`config.mk`:
```
export PLATFORM = sky130hd
export DESIGN_NAME = rvecc_encode_stream
export DESIGN_NICKNAME = d
export VERILOG_FILES = /design/src/rtl/rvecc_encode_stream.sv
export SDC_FILE = /design/constraint.sdc
export NUM_CORES = 1
export LEC_CHECK = 0
export ABC_AREA = 1
export CORE_MARGIN = 8
export CORE_UTILIZATION = 50
export DETAILED_ROUTE_END_ITERATION = 10
export MAX_ROUTING_LAYER = met4
export PLACE_DENSITY_LB_ADDON = 0.15
export SLEW_MARGIN = 15
export SYNTH_ARGS = -nofsm -noshare
export SYNTH_HDL_FRONTEND = slang
export SYNTH_SLANG_ARGS = --single-unit
```
`constraint.sdc`:
```
create_clock -name clk -period 2.7 [get_ports clk]
set_clock_uncertainty 0.05 [all_clocks]
set_input_delay 0.54 -clock clk [delete_from_list [all_inputs] [get_ports clk]]
set_output_delay 0.54 -clock clk [all_outputs]
set_load 0.05 [all_outputs]
```
`src/rtl/rvecc_encode_stream.sv`:
```
// Pipelined SECDED encoder for streamed write data, with a one-shot error-injection
// facility and a saturating count of accepted words.
module rvecc_encode_stream #(
  parameter int unsigned DW   = 32,
  parameter int unsigned CNTW = 16,
  // K+1, where K is the smallest value with 2^K >= DW+K+1 (valid for DW in 1..120).
  localparam int unsigned ECCW = (DW <= 32'd1)  ? 32'd3 :
                                 (DW <= 32'd4)  ? 32'd4 :
                                 (DW <= 32'd11) ? 32'd5 :
                                 (DW <= 32'd26) ? 32'd6 :
                                 (DW <= 32'd57) ? 32'd7 : 32'd8
) (
  input  logic                 clk,
  input  logic                 rst,
  input  logic                 in_valid,
  output logic                 in_ready,
  input  logic [DW-1:0]        in_data,
  input  logic                 inj_arm,
  input  logic [DW+ECCW-1:0]   inj_mask,
  output logic                 inj_pending,
  output logic                 out_valid,
  input  logic                 out_ready,
  output logic [DW-1:0]        out_data,
  output logic [ECCW-1:0]      out_ecc,
  output logic                 out_injected,
  output logic [CNTW-1:0]      enc_count
);

  localparam int unsigned K   = ECCW - 1;
  localparam int unsigned CWW = DW + ECCW;

  typedef struct packed {
    logic            inj;
    logic [ECCW-1:0] ecc;
    logic [DW-1:0]   data;
  } entry_t;

  // Data bit n occupies the (n+1)-th non-power-of-two codeword position; check bit j
  // covers every data bit whose position has bit j set.
  function automatic logic [DW-1:0] check_mask(int unsigned j);
    logic [DW-1:0] m;
    int unsigned   n;
    m = '0;
    n = 0;
    for (int unsigned p = 1; n < DW; p++) begin
      if ((p & (p - 1)) != 0) begin
        if (((p >> j) & 32'd1) != 0) begin
          m = m | (DW'(1) << n);
        end
        n++;
      end
    end
    return m;
  endfunction

  // ---------------------------------------------------------------------------
  // Combinational encoder
  // ---------------------------------------------------------------------------
  logic [ECCW-1:0] enc_ecc;

  for (genvar j = 0; j < K; j++) begin : g_check
    localparam logic [DW-1:0] CheckMask = check_mask(j);
    assign enc_ecc[j] = ^(in_data & CheckMask);
  end

  assign enc_ecc[K] = (^in_data) ^ (^enc_ecc[K-1:0]);

  // ---------------------------------------------------------------------------
  // State
  // ---------------------------------------------------------------------------
  logic             main_valid_q, main_valid_d;
  entry_t           main_q, main_d;
  logic             skid_valid_q, skid_valid_d;
  entry_t           skid_q, skid_d;
  logic             inj_pending_q, inj_pending_d;
  logic [CWW-1:0]   inj_mask_q, inj_mask_d;
  logic [CNTW-1:0]  cnt_q, cnt_d;

  logic             accept;
  logic             drain;
  logic             apply;
  logic [CWW-1:0]   flip;
  logic [CWW-1:0]   enc_cw;
  entry_t           new_entry;

  assign in_ready = ~skid_valid_q;
  assign accept   = in_valid & in_ready;
  assign drain    = main_valid_q & out_ready;

  // Only a mask armed in an earlier cycle may hit the beat accepted now.
  assign apply    = accept & inj_pending_q;
  assign flip     = apply ? inj_mask_q : '0;
  assign enc_cw   = {enc_ecc, in_data} ^ flip;

  always_comb begin
    new_entry      = '0;
    new_entry.inj  = apply;
    new_entry.ecc  = enc_cw[CWW-1:DW];
    new_entry.data = enc_cw[DW-1:0];
  end

  // Output stage: main presents the beat; skid catches one beat while main stalls.
  always_comb begin
    main_valid_d = main_valid_q;
    main_d       = main_q;
    skid_valid_d = skid_valid_q;
    skid_d       = skid_q;

    if (!main_valid_q || drain) begin
      if (skid_valid_q) begin
        main_valid_d = 1'b1;
        main_d       = skid_q;
        skid_valid_d = 1'b0;
      end else if (accept) begin
        main_valid_d = 1'b1;
        main_d       = new_entry;
      end else begin
        main_valid_d = 1'b0;
      end
    end else if (accept) begin
      skid_valid_d = 1'b1;
      skid_d       = new_entry;
    end
  end

  always_comb begin
    inj_pending_d = inj_pending_q;
    inj_mask_d    = inj_mask_q;
    if (inj_arm) begin
      inj_pending_d = 1'b1;
      inj_mask_d    = inj_mask;
    end else if (apply) begin
      inj_pending_d = 1'b0;
    end
  end

  always_comb begin
    cnt_d = cnt_q;
    if (accept && (cnt_q != {CNTW{1'b1}})) begin
      cnt_d = cnt_q + CNTW'(1);
    end
  end

  always_ff @(posedge clk) begin
    if (rst) begin
      main_valid_q  <= 1'b0;
      main_q        <= '0;
      skid_valid_q  <= 1'b0;
      skid_q        <= '0;
      inj_pending_q <= 1'b0;
      inj_mask_q    <= '0;
      cnt_q         <= '0;
    end else begin
      main_valid_q  <= main_valid_d;
      main_q        <= main_d;
      skid_valid_q  <= skid_valid_d;
      skid_q        <= skid_d;
      inj_pending_q <= inj_pending_d;
      inj_mask_q    <= inj_mask_d;
      cnt_q         <= cnt_d;
    end
  end

  assign out_valid    = main_valid_q;
  assign out_data     = main_q.data;
  assign out_ecc      = main_q.ecc;
  assign out_injected = main_q.inj;
  assign inj_pending  = inj_pending_q;
  assign enc_count    = cnt_q;

endmodule
```
==> metrics.md, run 1 <==
| Metric | Value |
|---|---|
| # resized after CTS | 0 |
| Status | completed |
| Simple-Gate Fraction of Synth Area | 30.2% |
| First-pass GRT wire length | 33700 µm |
| Critical setup path kind | in2reg |
| Final core utilization | 65.7% |
| Most common cell in the netlist | nand2_1 |
| Final setup fails | 0 |
| Crit path time final | 2.30 ns |
| Post-CTS Setup Inserts | 0 |
| Initial DRC count | 496 |
| Fraction of synthesized area in multiplexers | 0% |
| Slew margin rel. | 59.9% |
| Post-synth EDFFs | 0 |
| Fillers | 1338 |
| Hold slack | 0.405 ns |
| Site row count | 44 |
| Maxcap violations | 0 |
| Synth warn | 0 |
| Worst min path class | reg2reg |
| First-pass iteration count of the detailed router | 5 |
| LEAKAGE | 4.46 nW |
| Most used cell, CP | nand2_1 |
| Placer Congestion | 0.884 |
| Yosys top cell by area | dfxtp_1 |
| Hold Vio Cnt, Final | 0 |
| Grt total ovfl | 0 |
| Main synth FF type | dfxtp_1 |
| Via count | 7383 |
| Synth Area in XOR/XNOR | 7.69% |
| Synth cell types | 33 |
| Sequential area share after synthesis | 37.5% |
| Final net count | 1342 |
| Largest net degree at the start of global routing | 64 |
| Crit-path cells | clkdlybuf4s50_1, inv_2, nand2_1, nand2_2, inv_1, nand2_1, nand2_2, xor2_2, inv_1, nand2_1, nand2_1, inv_1, nand2_1, nand2_1, inv_1, nand3_2, nand3_1, nand2_1, a21oi_2 |
| Ant. Diodes | 0 |
| Synthesized instance count | 1143 |
| Max Slew Vio Count | 0 |
| Initial antenna violation count | 0 |
| Post-placement cell area | 0.00893 mm² |
| Highest clock rate | 434 MHz |
| Layout cells sized above 1 | 8.14% |
| # hold bufs at CTS | 0 |
| Element type at the critical path start | input port |
| #FFs+latches synth | 138 |
| CTS sink cnt | 138 |
| TritonCTS Buffers | 17 |
| DR DRC count | 0 |
| Crit path max fanout | 4 |
| CP peak stage delay | 0.58 ns |
| Share of the synthesized area in the top cell type | 37.5% |
| Synth top area cells | dfxtp_1 (37%), nand2_1 (15%), nor2_1 (8.7%) |
| Crit path required time | 2.94 ns |
| Syn Nets | 1220 |
| Post-route cell area | 0.00951 mm² |
| Worst setup EP type | flop |
| RSZ-0062 raised after global routing | no |
| DRT antenna net count | 0 |
| Core footprint | 0.0145 mm² |
| Total GRT Usage | 23.3% |
| Slowest cell on the critical path | clkdlybuf4s50_1 |
| Mapped cell area | 0.00737 mm² |
| Peak supply drop | 0.428 mV |
| Port bufs | 134 |
| WL per Instance | 14.1 µm |
| Deepest clock path buffer count | 2 |
| Critical Path AT | 2.54 ns |
| DRT Wirelength | 20700 µm |
| Commonest cells post-synth | nand2_1 (290), nor2_1 (170), dfxtp_1 (138) |
| PwrDens | 627 mW/mm² |
| Clk slew on worst S/H paths | 0.06 ns |
| Clock Tree Root | clkbuf_16 |
| Post-DP HPWL | 14700 µm |
| Die ar. | 0.0189 mm² |
| Post-synthesis adder-cell area fraction | 0.170% |
| Largest family of logic cells by synthesized area | simple AND/OR/NAND/NOR gates |
| Buf/Inv on CP | 6 |
| Routed vias/inst | 5.05 |
| Final worst path period share | 85.3% |
| Synth Area in Compound Gates | 15.4% |
| IO Count | 135 |
| Area delta synth->final | 29.1% |
| Syn Area/Cell | 6.45 µm² |
| Initial Utilization | 50.9% |
| Vias in the first global route | 6892 |
| CTS tree | yes |
| Die Y | 137 µm |
| Asr flop ratio synth | 0% |
| Clk_lat worst skew | 0.43 ns |
| Die X | 137 µm |
| Largest delay share family, worst path | buffers and inverters |
| Tightest Pin Transition | 0.602 ns |
| CTS H-tree lvls | 4 |
==> worst paths after layout <==
kind,start,end,slack (ns),cells after the start
min,inj_mask_q[38],inj_mask_q[38],0.41,2
min reg2reg,inj_mask_q[38],inj_mask_q[38],0.41,2
max,in_data[15],out_ecc[6],0.40,19
max reg2reg,enc_count[0],enc_count[14],0.62,9
==> final cells by class <==
cell class / instances / area (µm²) / share of cell area (%)
tap: 184 / 230 / 2.42
multi-input combinational: 834 / 3950 / 41.5
inverter: 118 / 443 / 4.66
clock buffer: 22 / 464 / 4.88
sequential: 138 / 2760 / 29.0
timing repair buffer: 156 / 1550 / 16.3
clock inverter: 10 / 116 / 1.22
==> worst register-to-register path, stage by stage, from the launching register on <==
cell and delay, ns:
dfxtp_1 0.38, ha_1 0.19, inv_1 0.06, nor4_1 0.31
nand2_1 0.19, nor4_1 0.20, inv_1 0.10, nor3_1 0.24
a21oi_1 0.12, o21a_1 0.13
==> layer usage <==
metal / up-vias / wire [µm] / GRT usage [%]
met4: 0 / 362 / 7.72
met1: 3301 / 9450 / 29.7
met5: - / 0 / -
met3: 28 / 1350 / 4.56
li1: 3835 / - / -
met2: 219 / 9520 / 36.3
==> cells in the final DEF, fill, tap and decap left out, types with 3 or more instances in the layout <==
master,n
a21oi_1,92
buf_12,4
buf_4,19
clkbuf_1,3
clkbuf_16,17
clkdlybuf4s50_1,132
clkinv_2,3
dfxtp_1,138
inv_1,103
inv_2,15
nand2_1,290
nand2_2,23
nand3_1,41
nand3_2,4
nor2_1,168
nor2_2,5
nor3_1,7
nor4_1,3
o21ai_0,125
xnor2_1,13
xor2_1,48
==> where the power goes <==
| group | internal [mW] | switching, mW | total (mW) | leakage [nW] |
|---|---|---|---|---|
| sequential | 2.18 | 0.0722 | 2.25 | 1.14 |
| combinational | 0.520 | 0.892 | 1.41 | 3.04 |
| clock | 1.41 | 0.896 | 2.30 | 0.280 |
| total | 4.10 | 1.86 | 5.96 | 4.46 |
==> state kept, by name, indices dropped and copies added, names as in the netlist <==
name / cells
skid_q: 40
inj_mask_q: 39
out_data: 32
enc_count: 16
out_ecc: 7
inj_pending: 1
out_injected: 1
out_valid: 1
skid_valid_q: 1
==> cell families after synthesis <==
family          Yosys count
compound gates          224
fa+ha+maj                 1
simple gates            546
flops                   138
buf+inv                 171
xor+xnor                 63
==> through the flow <==
| stage | power [mW] | setup WS, ns | setup TNS (ns) | std cells |
|---|---|---|---|---|
| after global placement | 3.68 | -0.00125 | -0.00125 | 1430 |
| after detailed placement | 3.70 | -0.0212 | -0.0212 | 1430 |
| after global routing | 6.26 | 0.186 | 0 | 1462 |
| final | 5.96 | 0.397 | 0 | 1462 |
| after floorplan | 3.23 | 0.515 | 0 | 1143 |
| after CTS | 5.99 | 0.395 | 0 | 1462 |
(Power assumes the default switching activity.)
==> run 2, diff against run 1 <==
--- a/config.mk
+++ b/config.mk
@@ -6,8 +6,10 @@
 export NUM_CORES = 1
 export LEC_CHECK = 0
 export ABC_AREA = 1
+export CELL_PAD_IN_SITES_DETAIL_PLACEMENT = 0
+export CELL_PAD_IN_SITES_GLOBAL_PLACEMENT = 1
 export CORE_MARGIN = 8
-export CORE_UTILIZATION = 50
+export CORE_UTILIZATION = 40
 export DETAILED_ROUTE_END_ITERATION = 10
 export MAX_ROUTING_LAYER = met4
 export PLACE_DENSITY_LB_ADDON = 0.15
==> run 2 against run 1 <==
Net effect: sequential cell count is the same; utilization shrank 12 points; cell area up 1.5%; routed wire length is 4.4% higher; first-iteration DRC count shrank 24%; power rose by 2.3%; critical endpoint unchanged; largest power group unchanged.
==> metrics.md, run 2 (synthesis results as in run 1) <==
| Metric | Value |
|---|---|
| Max Slew Vio Count | 0 (unchanged) |
| Layout cells sized above 1 | 8.94% (+0.80 points) |
| FF-to-FF path depth | 9 (unchanged) |
| Most used cell, CP | nand2_1 |
| DP Worst Slack | -0.0285 ns (-0.00731 ns) |
| Site row count | 49 (+11%) |
| TritonCTS Buffers | 17 (unchanged) |
| Largest net degree at the start of global routing | 54 (-16%) |
| CP Depth | 18 (-1) |
| Highest clock rate | 435 MHz (+0.15%) |
| Final worst path period share | 85.2% (-0.13 points) |
| Hold path depth | 2 (unchanged) |
| Clock Tree Root | clkbuf_16 |
| Commonest non-fill, non-tap cell in the layout | nand2_1 |
| Most frequent cells in the layout | nand2_1 (290), nor2_1 (168), dfxtp_1 (138) |
| First-pass GRT wire length | 34600 µm (+2.8%) |
| # hold bufs at CTS | 0 (unchanged) |
| Hold Vio Cnt, Final | 0 (unchanged) |
| Initial Utilization | 40.9% (-10 points) |
| Largest register FFs | 40 (unchanged) |
| Maxcap violations | 0 (unchanged) |
| Die ar. | 0.0230 mm² (+22%) |
| Grt total ovfl | 0 (unchanged) |
| IO Count | 135 (unchanged) |
| Largest delay share family, worst path | simple AND/OR/NAND/NOR gates |
| Worst min path class | reg2reg |
| Hold slack | 0.425 ns (+0.0201 ns) |
| Initial antenna violation count | 0 (unchanged) |
| Critical setup path kind | in2reg |
| DR DRC count | 0 (unchanged) |
| Placer Congestion | 0.820 (-7.2%) |
| Initial DRC count | 376 (-24%) |
| CTS tree | yes |
| WL per Instance | 14.2 µm (+0.74%) |
| CTS sink cnt | 138 (unchanged) |
| Status | completed |
| Ant. Diodes | 0 (unchanged) |
| Most flops, register | skid_q |
| Die X | 152 µm (+10%) |
| FF/Latch Area | 0.00276 mm² (unchanged) |
| Final core utilization | 53.5% (-12 points) |
| Vias in the first global route | 6817 (-1.1%) |
| Final net count | 1351 (+0.67%) |
| RSZ-0062 raised after global routing | no |
| Critical Path AT | 2.52 ns (-0.02 ns) |
| Final setup fails | 0 (unchanged) |
| Port bufs | 134 (unchanged) |
| # resized after CTS | 0 (unchanged) |
| Crit path max fanout | 5 (+1) |
| Slew margin rel. | 57.1% (-2.8 points) |
| Tightest Pin Transition | 0.644 ns (+0.0416 ns) |
| Total GRT Usage | 19.7% (-3.6 points) |
| Crit path time final | 2.30 ns (-0.00342 ns) |
| Clk_lat worst skew | 0.42 ns (about the same) |
| Fillers | 1891 (+41%) |
| DRT Wirelength | 21600 µm (+4.4%) |
| CP peak stage delay | 0.63 ns (+0.05 ns) |
| Slowest cell on the critical path | clkdlybuf4s50_1 |
| PwrDens | 632 mW/mm² (+0.80%) |
| Post-CTS Setup Inserts | 0 (unchanged) |
| Element type at the critical path start | input port |
| LEAKAGE | 4.50 nW (+0.93%) |
| First-pass iteration count of the detailed router | 4 (-1) |
| Crit-path cells | clkdlybuf4s50_1, nor2_1, nor2_1, nand2_1, nand2_1, nand3_1, nand2_1, inv_1, nand2_1, nand2_1, nand2_1, nand2_2, inv_1, nand2_1, nand3_1, nand3_1, nand2_1, a21oi_2 |
| Die Y | 152 µm (+10%) |
| Crit path required time | 2.93 ns (about the same) |
| Worst setup EP type | flop |
| Core footprint | 0.0180 mm² (+24%) |
| Deepest clock path buffer count | 2 (unchanged) |
| Clk slew on worst S/H paths | 0.06 ns (about the same) |
| Area occupied by multi-input gates | 0.00395 mm² (unchanged) |
| Total power | 6.10 mW (+2.3%) |
| Area delta synth->final | 30.9% |
| DRT antenna net count | 0 (unchanged) |
| Via count | 7284 (-1.3%) |
| Post-DP HPWL | 15700 µm (+6.6%) |
| Peak supply drop | 0.460 mV (+7.5%) |
| CTS H-tree lvls | 4 (unchanged) |
| Setup ws final | 0.401 ns (+0.00342 ns) |
| Buf/Inv on CP | 3 (-3) |
| Routed vias/inst | 4.81 (-4.8%) |
[run 2: layout make-up]
type | count | area share (%)
clock buffers | 18 | 4.55
repair buffers | 165 | 16.6
clock inverters | 13 | 1.75
flip-flops and latches | 138 | 28.6
well taps | 229 | 2.97
multi-input cells | 834 | 40.9
inverters | 118 | 4.59
[run 2: power breakdown]
part	switching (mW)	internal (mW)	total, mW
logic	0.904	0.533	1.44
registers	0.0749	2.17	2.25
clock network	0.931	1.48	2.41
total	1.91	4.19	6.10
[run 2: metrics by stage]
stage | TNS, ns | cells | area (µm²)
6_report | 0 | 1515 | 9650
5_1_grt | 0 | 1515 | 9650
4_1_cts | 0 | 1515 | 9650
3_5_place_dp | -0.0285 | 1484 | 9040
3_3_place_gp | -0.0236 | 1484 | 9040
2_1_floorplan | 0 | 1143 | 7370
[run 2: tightest hold or removal path: cells and delay by family, from the launching register on]
family | cells | cell delay, ns
flops | 1 | 0.32
simple gates | 1 | 0.06
compound gates | 1 | 0.05
[run 2: final timing paths]
kind,slack (ns),startpoint,end
worst max-delay path,0.40,in_data[7],out_ecc[6]
worst min-delay path,0.43,out_ecc[2],out_ecc[2]
worst max register to register,0.67,enc_count[0],enc_count[14]
worst min register to register,0.43,out_ecc[2],out_ecc[2]
[run 2: routing by layer]
| layer | up-vias | GRT usage (%) | routed length, µm |
|---|---|---|---|
| met2 | 161 | 31.2 | 9770 |
| met5 | - | - | 0 |
| met4 | 0 | 4.46 | 218 |
| met1 | 3260 | 25.9 | 10500 |
| met3 | 15 | 3.33 | 1050 |
| li1 | 3848 | - | - |
